## src/rtl/dcp_pkg.sv

```systemverilog
// Shared definitions for the serial debug control panel: command characters,
// print characters, SCAN/PRINT type encodings and the child-engine state enum.
package dcp_pkg;

   localparam logic [7:0] CMD_D      = 8'h44;
   localparam logic [7:0] CMD_I      = 8'h49;
   localparam logic [7:0] CMD_T      = 8'h54;

   localparam logic [7:0] CHAR_COLON = 8'h3A;
   localparam logic [7:0] CHAR_NL    = 8'h0A;

   localparam logic       TYPE_CHAR  = 1'b0;
   localparam logic       TYPE_HEX   = 1'b1;

   typedef enum logic [2:0] {
      ST_IDLE,
      ST_ARG,
      ST_RD,
      ST_TX_A,
      ST_TX_C,
      ST_TX_D,
      ST_TX_N,
      ST_DONE
   } dcp_state_e;

   function automatic logic is_print(dcp_state_e s);
      return (s == ST_TX_A) || (s == ST_TX_C) || (s == ST_TX_D) || (s == ST_TX_N);
   endfunction

endpackage

```

## src/rtl/dcp_tx_seq.sv

```systemverilog
// Single-request PRINT handshake holder: load a payload, hold req until ack,
// then release. clr_i drops an outstanding request without waiting for ack.
module dcp_tx_seq (
   input  logic        clk,
   input  logic        rst,
   input  logic        load_i,
   input  logic        clr_i,
   input  logic        type_i,
   input  logic [31:0] data_i,
   input  logic        ack_i,
   output logic        req_o,
   output logic        type_o,
   output logic [31:0] dout_o
);

   logic        req_q;
   logic        type_q;
   logic [31:0] dout_q;

   always_ff @(posedge clk or posedge rst) begin
      if (rst) begin
         req_q  <= 1'b0;
         type_q <= 1'b0;
         dout_q <= '0;
      end else if (clr_i) begin
         req_q  <= 1'b0;
      end else if (load_i) begin
         req_q  <= 1'b1;
         type_q <= type_i;
         dout_q <= data_i;
      end else if (ack_i && req_q) begin
         req_q  <= 1'b0;
      end
   end

   assign req_o  = req_q;
   assign type_o = type_q;
   assign dout_o = dout_q;

endmodule

```

## src/rtl/dcp_dump_engine.sv

```systemverilog
// Multi-channel memory dump child engine: takes an optional hex start address
// and prints WORDS lines of "AAAAAAAA:DDDDDDDD\n" from the selected memory.
module dcp_dump_engine
   import dcp_pkg::*;
#(
   parameter int             CH        = 2,
   parameter logic [CH*8-1:0] CMD_CODES = {8'h49, 8'h44},
   parameter int             WORDS     = 8,
   parameter int             ADDR_W    = 32,
   parameter int             RD_LAT    = 1
) (
   input  logic                                clk,
   input  logic                                rst,
   input  logic [7:0]                          sel_mode,
   output logic                                finish,
   output logic                                req_rx,
   output logic                                type_rx,
   input  logic [31:0]                         din_rx,
   input  logic                                flag_rx,
   input  logic                                ack_rx,
   output logic                                req_tx,
   output logic                                type_tx,
   output logic [31:0]                         dout_tx,
   input  logic                                ack_tx,
   output logic [ADDR_W-1:0]                   addr,
   output logic [((CH > 1) ? $clog2(CH) : 1)-1:0] ch_sel,
   input  logic [CH*32-1:0]                    dout_mem
);

   localparam int CH_W  = (CH > 1) ? $clog2(CH) : 1;
   localparam int CNT_W = $clog2(WORDS + 1);

   dcp_state_e        state_q, state_d;
   logic [CH_W-1:0]   ch_q, ch_d;
   logic [ADDR_W-1:0] addr_q, addr_d;
   logic [ADDR_W-1:0] nxt_q [CH];
   logic              nxt_we;
   logic [CNT_W-1:0]  cnt_q, cnt_d;
   logic [1:0]        lat_q, lat_d;
   logic [31:0]       data_q, data_d;
   logic              first_q;

   logic              hit;
   logic [CH_W-1:0]   hit_ch;
   logic [7:0]        cur_code;
   logic              match;
   logic [31:0]       mem_word;
   logic              tx_ack;
   logic              tx_load;
   logic              tx_clr;
   logic              tx_type;
   logic [31:0]       tx_data;

   // Descending scan so the lowest matching channel index wins.
   always_comb begin
      hit    = 1'b0;
      hit_ch = '0;
      for (int k = CH - 1; k >= 0; k--) begin
         if (sel_mode == CMD_CODES[8*k +: 8]) begin
            hit    = 1'b1;
            hit_ch = CH_W'(k);
         end
      end
   end

   assign cur_code = CMD_CODES[{ch_q, 3'b000} +: 8];
   assign match    = (sel_mode == cur_code);
   assign mem_word = dout_mem[{ch_q, 5'b00000} +: 32];
   assign tx_ack   = ack_tx & req_tx;

   always_ff @(posedge clk or posedge rst) begin
      if (rst) begin
         state_q <= ST_IDLE;
         ch_q    <= '0;
         addr_q  <= '0;
         cnt_q   <= '0;
         lat_q   <= '0;
         first_q <= 1'b0;
         for (int k = 0; k < CH; k++) nxt_q[k] <= '0;
      end else begin
         state_q <= state_d;
         ch_q    <= ch_d;
         addr_q  <= addr_d;
         cnt_q   <= cnt_d;
         lat_q   <= lat_d;
         first_q <= is_print(state_d) && (state_d != state_q);
         if (nxt_we) nxt_q[ch_q] <= addr_d;
      end
   end

   always_ff @(posedge clk) begin
      data_q <= data_d;
   end

   always_comb begin
      state_d = state_q;
      ch_d    = ch_q;
      addr_d  = addr_q;
      cnt_d   = cnt_q;
      lat_d   = '0;
      data_d  = data_q;
      nxt_we  = 1'b0;
      case (state_q)
         ST_IDLE: begin
            if (hit) begin
               ch_d    = hit_ch;
               state_d = ST_ARG;
            end
         end
         ST_ARG: begin
            if (!match) begin
               state_d = ST_IDLE;
            end else if (ack_rx) begin
               addr_d  = flag_rx ? (din_rx[ADDR_W-1:0] & ~ADDR_W'(3)) : nxt_q[ch_q];
               cnt_d   = '0;
               state_d = ST_RD;
            end
         end
         ST_RD: begin
            if (!match) begin
               state_d = ST_IDLE;
            end else if (lat_q == 2'(RD_LAT)) begin
               data_d  = mem_word;
               state_d = ST_TX_A;
            end else begin
               lat_d   = lat_q + 2'd1;
            end
         end
         ST_TX_A: begin
            if (!match)      state_d = ST_IDLE;
            else if (tx_ack) state_d = ST_TX_C;
         end
         ST_TX_C: begin
            if (!match)      state_d = ST_IDLE;
            else if (tx_ack) state_d = ST_TX_D;
         end
         ST_TX_D: begin
            if (!match)      state_d = ST_IDLE;
            else if (tx_ack) state_d = ST_TX_N;
         end
         ST_TX_N: begin
            if (!match) begin
               state_d = ST_IDLE;
            end else if (tx_ack) begin
               addr_d = addr_q + ADDR_W'(4);
               cnt_d  = cnt_q + CNT_W'(1);
               if (cnt_q == CNT_W'(WORDS - 1)) begin
                  state_d = ST_DONE;
                  nxt_we  = 1'b1;
               end else begin
                  state_d = ST_RD;
               end
            end
         end
         ST_DONE: begin
            if (!match) state_d = ST_IDLE;
         end
         default: state_d = ST_IDLE;
      endcase
   end

   // A print state loads its payload in its first cycle, so req_tx is low
   // for one cycle between consecutive handshakes.
   always_comb begin
      req_rx  = (state_q == ST_ARG);
      type_rx = (state_q == ST_ARG) ? TYPE_HEX : TYPE_CHAR;
      finish  = (state_q == ST_DONE);
      tx_type = TYPE_CHAR;
      tx_data = '0;
      case (state_q)
         ST_TX_A: begin
            tx_type = TYPE_HEX;
            tx_data = 32'(addr_q);
         end
         ST_TX_C: tx_data = {24'd0, CHAR_COLON};
         ST_TX_D: begin
            tx_type = TYPE_HEX;
            tx_data = data_q;
         end
         ST_TX_N: tx_data = {24'd0, CHAR_NL};
         default: ;
      endcase
      tx_load = first_q && is_print(state_q) && match;
      tx_clr  = (state_q != ST_IDLE) && !match;
   end

   assign addr   = addr_q;
   assign ch_sel = ch_q;

   dcp_tx_seq u_tx (
      .clk    (clk),
      .rst    (rst),
      .load_i (tx_load),
      .clr_i  (tx_clr),
      .type_i (tx_type),
      .data_i (tx_data),
      .ack_i  (ack_tx),
      .req_o  (req_tx),
      .type_o (type_tx),
      .dout_o (dout_tx)
   );

endmodule
```

## config.mk

```make
export PLATFORM = sky130hd
export DESIGN_NAME = dcp_dump_engine
export DESIGN_NICKNAME = d
export VERILOG_FILES = /design/src/rtl/dcp_pkg.sv /design/src/rtl/dcp_tx_seq.sv /design/src/rtl/dcp_dump_engine.sv
export SDC_FILE = /design/constraint.sdc
export NUM_CORES = 1
export LEC_CHECK = 0
export ABC_AREA = 1
export BUFFER_PORTS_ARGS = -buffer_cell sky130_fd_sc_hd__buf_2
export CAP_MARGIN = 10
export CELL_PAD_IN_SITES_DETAIL_PLACEMENT = 1
export CELL_PAD_IN_SITES_GLOBAL_PLACEMENT = 1
export CORE_ASPECT_RATIO = 1.25
export CORE_MARGIN = 3
export CORE_UTILIZATION = 44
export DETAILED_ROUTE_END_ITERATION = 6
export HOLD_SLACK_MARGIN = 0.05
export PLACE_DENSITY_LB_ADDON = 0.1
export SLEW_MARGIN = 15
export SYNTH_ARGS = -nofsm -noshare
export SYNTH_HDL_FRONTEND = slang
export SYNTH_HIERARCHICAL = 1
export SYNTH_SLANG_ARGS = --single-unit
```

## constraint.sdc

```tcl
create_clock -name clk -period 8.85 [get_ports clk]
set_input_delay 1.3275 -clock clk [delete_from_list [all_inputs] [get_ports clk]]
set_output_delay 1.3275 -clock clk [all_outputs]
set_load 0.05 [all_outputs]
```

# --- After elaboration in Yosys (flattened, before gate mapping) ---
# Index checks and enable logic that the tools add are counted.
totals:
  register_bits: 173
  input_bits: 109
  word_cells: 114
op_classes:
  addsub: 3
  magnitude_cmp: 2
  n_eq_ne: 21
  shifts: 2
  muxes: 49
  n_bitwise: 3
  n_reduce_logical: 22
op_table:
  columns: ["op", "count"]
  rows:
  - ["$mux 32", 9]
  - ["$pmux 32 s4", 1]
  - ["$bwmux 64", 1]
  - ["$pmux 32 s2", 1]
  - ["$shiftx 64x7->32", 1]
  - ["$mux 3", 15]
  - ["$add 32x3->32 const B", 1]
  - ["$demux 32 s1", 1]
  - ["$pmux 3 s8", 1]
  - ["$eq 3x3->1 const B", 7]
  - ["$eq 8x7->1 const B", 2]
  - ["$mux 4", 4]
  - ["$shiftx 16x5->8 const A", 1]
  - ["$mux 1", 12]
  - ["$eq 3x2->1 const B", 3]
  - ["$eq 8x8->1", 1]
  - ["$pmux 4 s2", 1]
  - ["$logic_and 1x1->1", 6]
  - ["$logic_or 1x1->1", 6]
  - ["$mux 2", 3]
  - ["$reduce_bool 3->1", 2]
  - ["$reduce_and 5->1", 1]
  - ["$add 4x1->4 const B", 1]
  - ["$eq 4x3->1 const B", 1]
  - ["other kinds (17)", 20]

# --- Depth between registers and ports, before layout ---
depth:
  word_depth: 10
  depth_mapped: 16
  depth_no_buf: 15

# --- Cells and area by module ---
# The synthesis kept the hierarchy.
by_module_without_submodules:
  columns: ["mod", "instances", "cells_each", "area_per_inst_um2"]
  rows:
  - ["dcp_dump_engine", 1, 1088, 8047.7]
  - ["dcp_tx_seq", 1, 149, 1430.1]

# --- Worst setup path before layout ---
# OpenSTA, ideal clock, no wires.
synth_timing:
  path_kind: "in2reg"
  start: "input sel_mode[7]"
  end: "register data_q[0], enable pin"
  t_arrival_ps: 3264
  t_required_ps: 8429
  slack_ps: 5165
  stages: 6
  n_path_buf: 1
  path_cell_list: "inv_1 nand2_1 nor2_4 nand3_4 buf_2 nor2_1"
synth_between:
  elab_chain_len: 2
synth_rtl:
  columns: ["element", "line_no", "rtl"]
  rows:
  - ["start, declared", "dcp_dump_engine.sv:14", "input logic [7:0] sel_mode,"]
  - ["$eq 8x8->1", "dcp_dump_engine.sv:67", "assign match = (sel_mode == cur_code);"]
  - ["$reduce_and 3->1 (no source line)", null, null]
  - ["end signal, assigned", "dcp_dump_engine.sv:92", "data_q <= data_d;"]
  - ["end, declared", "dcp_dump_engine.sv:40", "logic [31:0] data_q, data_d;"]
# No other way between the ends.
# A chain may end at the register's enable or synchronous reset.

# --- Worst setup path in the final report ---
layout_timing:
  start: "input ack_tx"
  end: "register nxt_q[28] (netlist name)"
layout_between:
  elab_chain_len: 5
  word_cells_on_any_way: 8
  classes_between: "mux: 7; bitwise: 1"
layout_rtl:
  columns: ["element", "line_no", "rtl"]
  rows:
  - ["start, declared", "dcp_dump_engine.sv:24", "input logic ack_tx,"]
  - ["$and 1x1->1 (*)", "dcp_dump_engine.sv:69", "assign tx_ack = ack_tx & req_tx;"]
  - ["$mux 32", "dcp_dump_engine.sv:144", "end else if (tx_ack) begin"]
  - ["$mux 32", "dcp_dump_engine.sv:142", "if (!match) begin"]
  - ["$pmux 32 s2", "dcp_dump_engine.sv:103", "case (state_q)"]
  - ["$bwmux 64", "dcp_dump_engine.sv:87", "if (nxt_we) nxt_q[ch_q] <= addr_d;"]
  - ["end signal, assigned by index", "dcp_dump_engine.sv:87", null]
  - ["end, declared", "dcp_dump_engine.sv:36", "logic [ADDR_W-1:0] nxt_q [CH];"]
# Every way passes the cells marked *; elsewhere a longest branch is shown, timed or not.

==> qor.yml <==
yosys:
  synth_top_family_by_area: "simple AND/OR/NAND/NOR gates"
  yosysUniqueCellTypes: 41
  syn_inst: 1237
  ys_seq_elements: 173
  synth_edf_count: 32
  synthXorXnorAreaFrac: 0.00370
  seq_area_frac_synth: 0.474
  synth_nets: 1348
  synth_compound_area_frac: 0.0708
  yosys_warnings: 6
  yosys.area_share.simple: 0.370
  synthArstFlopShare: 0.815
  synth_area_um2: 9480
  synth-main-ff-cell: "dfrtp_1"
  yosys.area_share.adder: 0.00264
  synthMuxAreaShare: 0
  syn_avg_cell_area_um2: 7.66
routing:
  drt_iter0_markers: 695
  finalWirelength_um: 31700
  vias: 8970
  routed_via_density: 5.39
  antenna_left: 0
  drc: 0
  first_pass_iters: 7
  wl_per_cell_um: 19.0
timing:
  relSlewSlack: 0.260
  setup_tns_ns: 0
  final_max_slew_viol_count: 0
  setup_viol: 0
  finalHoldViolCount: 0
  min_period_ns: 3.59
  fmax_mhz: 279
  rsz0062_at_grt: "no"
  tightest_slew_ns: 1.11
  timing.final.crit_share: 0.406
  clock_skew_ns: 0.0165
clock_network:
  cts_buffer_depth: 2
  path_clk_slew_ns: 0.07
  cts_made_buffers: 17
  cts_hold_buf: 0
  clock_sinks: 173
  post_cts_resized: 0
  cts_setup_buffers: 0
  htree_levels: 4
  clk_latency_ns: 0.44
  tritoncts: "done"
  cts_root_buf: "clkbuf_16"
die:
  coreArea_um2: 21000
  start_util: 0.452
  die-height_um: 170
  ios: 179
  rows: 59
  die_x_um: 137
  die_area_um2: 23300
cells_and_area:
  nets: 1489
  diodes: 0
  drive_gt1_frac: 0.207
  area_delta_synth_final_pct: 15.6
  finalNonFillerCells: 1665
power:
  p_leak_nw: 5.79
  p_per_area_nw_per_um2: 164
  irDropWorstVdd_mv: 0.132
job:
  max_cap_violations: 0
worst_setup_path:
  startpoint_type: "primary input"
  cp_max_fo: 34
  crit_required_ns: 9.22
  cp-end-kind: "flop"
  crit_type: "in2reg"
  cp.arrival_ns: 3.96
placed_design:
  globalplace.congestion: 0.872
  dp_hpwl_um: 21800
  io_buffers: 176
  numPlacedInstances: 1633
grt:
  grt_first_pass_wirelength_um: 49600
  grt_max_degree: 72
  overflow: 0
  first_global_vias: 9027
  antenna_found_initial: 0
  grt_usage: 0.273
run_status:
  status: "finished, final reports clean"
worst_hold_path:
  hold_path_class: "reg2reg"
where the power goes:
part           leakage, nW  switching (mW)  total (mW)  internal, mW
clock                0.286           0.352       0.763         0.411
sequential            2.21         0.00977       0.830         0.821
combinational         3.29           0.157       0.209        0.0514
total                 5.79           0.519        1.80          1.28
registers in the layout (all words and copies together) (netlist names):
register	flops
first_q	1
addr	32
data_q	32
u_tx/dout_o	32
nxt_q	64
ch_sel	1
state_q	3
lat_q	2
cnt_q	4
u_tx/req_o	1
u_tx/type_o	1
layout make-up:
type	count	area (um^2)
clock buffer	19	454
fill	2699	10000
clock inverter	13	125
multi-input combinational	906	4250
sequential	173	4490
tap	274	343
inverter	99	383
timing repair buffer	181	918
metrics by stage:
step | hold WS (ns) | util | instance area [um^2] | setup WS (ns) | total power [mW]
after floorplan | 0.433 | - | 9480 | 4.71 | 0.985
after global placement | 0.446 | 0.495 | 10400 | 4.76 | 1.05
after detailed placement | 0.455 | 0.495 | 10400 | 4.74 | 1.05
after CTS | 0.467 | 0.523 | 11000 | 5.18 | 1.81
after global routing | 0.489 | 0.523 | 11000 | 4.91 | 1.86
final | 0.468 | 0.523 | 11000 | 5.26 | 1.80
logic make-up (layout without fill, tap and decap cells):
group	after synthesis	count (layout)
DFF	173	173
buffers and inverters	158	312
AOI/OAI and AO/OA	109	109
adders and majority gates	2	2
xor gates and xnor gates	4	4
and+or+nand+nor	791	791
worst max-delay path, cell delays in order:
cell and delay [ns]:
buf_2 0.10, nand2_2 0.19, inv_2 0.21, nand4_4 0.25, nor2_8 0.23, nand3_2 0.65
clkinv_2 0.74, nand2_1 0.13, nand2_1 0.09
per-layer routing:
layer	track usage	up-vias	part of all wire
met5	0	-	0
met4	0.0955	0	0.025
met3	0.0349	44	0.050
met2	0.448	243	0.48
met1	0.373	4420	0.45
li1	-	4263	-
synthesized netlist by cell type (2+ instances only):
library cell / instances / area, um^2
nand2_1: 545 / 2050
dfrtp_1: 141 / 3530
nand3_1: 126 / 631
inv_1: 84 / 315
o21ai_0: 52 / 260
o211ai_1: 35 / 263
nor2_1: 34 / 128
edfxtp_1: 32 / 961
nand2_2: 22 / 138
clkbuf_1: 21 / 78.8
buf_4: 17 / 128
nand4_1: 14 / 87.6
nor3_1: 12 / 60.1
inv_2: 11 / 41.3
nand3_2: 11 / 110
buf_2: 9 / 45.0
a21oi_1: 8 / 40.0
buf_6: 8 / 90.1
nor2_4: 8 / 90.1
nor2_2: 6 / 37.5
a22o_1: 4 / 35.0
o21ai_1: 4 / 20.0
buf_1: 3 / 11.3
inv_4: 3 / 18.8
nand3_4: 3 / 52.6
nor4_1: 3 / 18.8
xor2_1: 3 / 26.3
a221o_1: 2 / 20.0
ha_1: 2 / 25.0
nand2_4: 2 / 22.5
nor2_8: 2 / 40.0
cell usage in the layout (no fill, tap or decap), drive strengths merged:
cell and count:
o211ai 35, nand3b 1, xnor2 1, clkbuf 19, inv 105, o22ai 1, nor4 3, buf 181
bufinv 1, clkinvlp 1, ha 2, o21ai 56, nand2 570, o21a 1, nand4 15, nand3 140
clkinv 5, a21oi 8, nor3 12, a22o 4, edfxtp 32, dfrtp 141, o31ai 1, nor2 50
a221o 3, xor2 3
final timing paths:
path                                 start         endpoint  slack [ns]  depth (start not counted)
max in group asynchronous              rst           ch_sel        6.52                          3
min                        u_tx/dout_o[17]  u_tx/dout_o[17]        0.47                          2
min in group asynchronous              rst  u_tx/dout_o[16]        0.90                          2
min reg2reg                u_tx/dout_o[17]  u_tx/dout_o[17]        0.47                          2
max                                 ack_tx        nxt_q[28]        5.26                          9
max reg2reg                     state_q[0]        nxt_q[28]        5.27                          9
No activity file was read; power rests on OpenSTA's default activity.
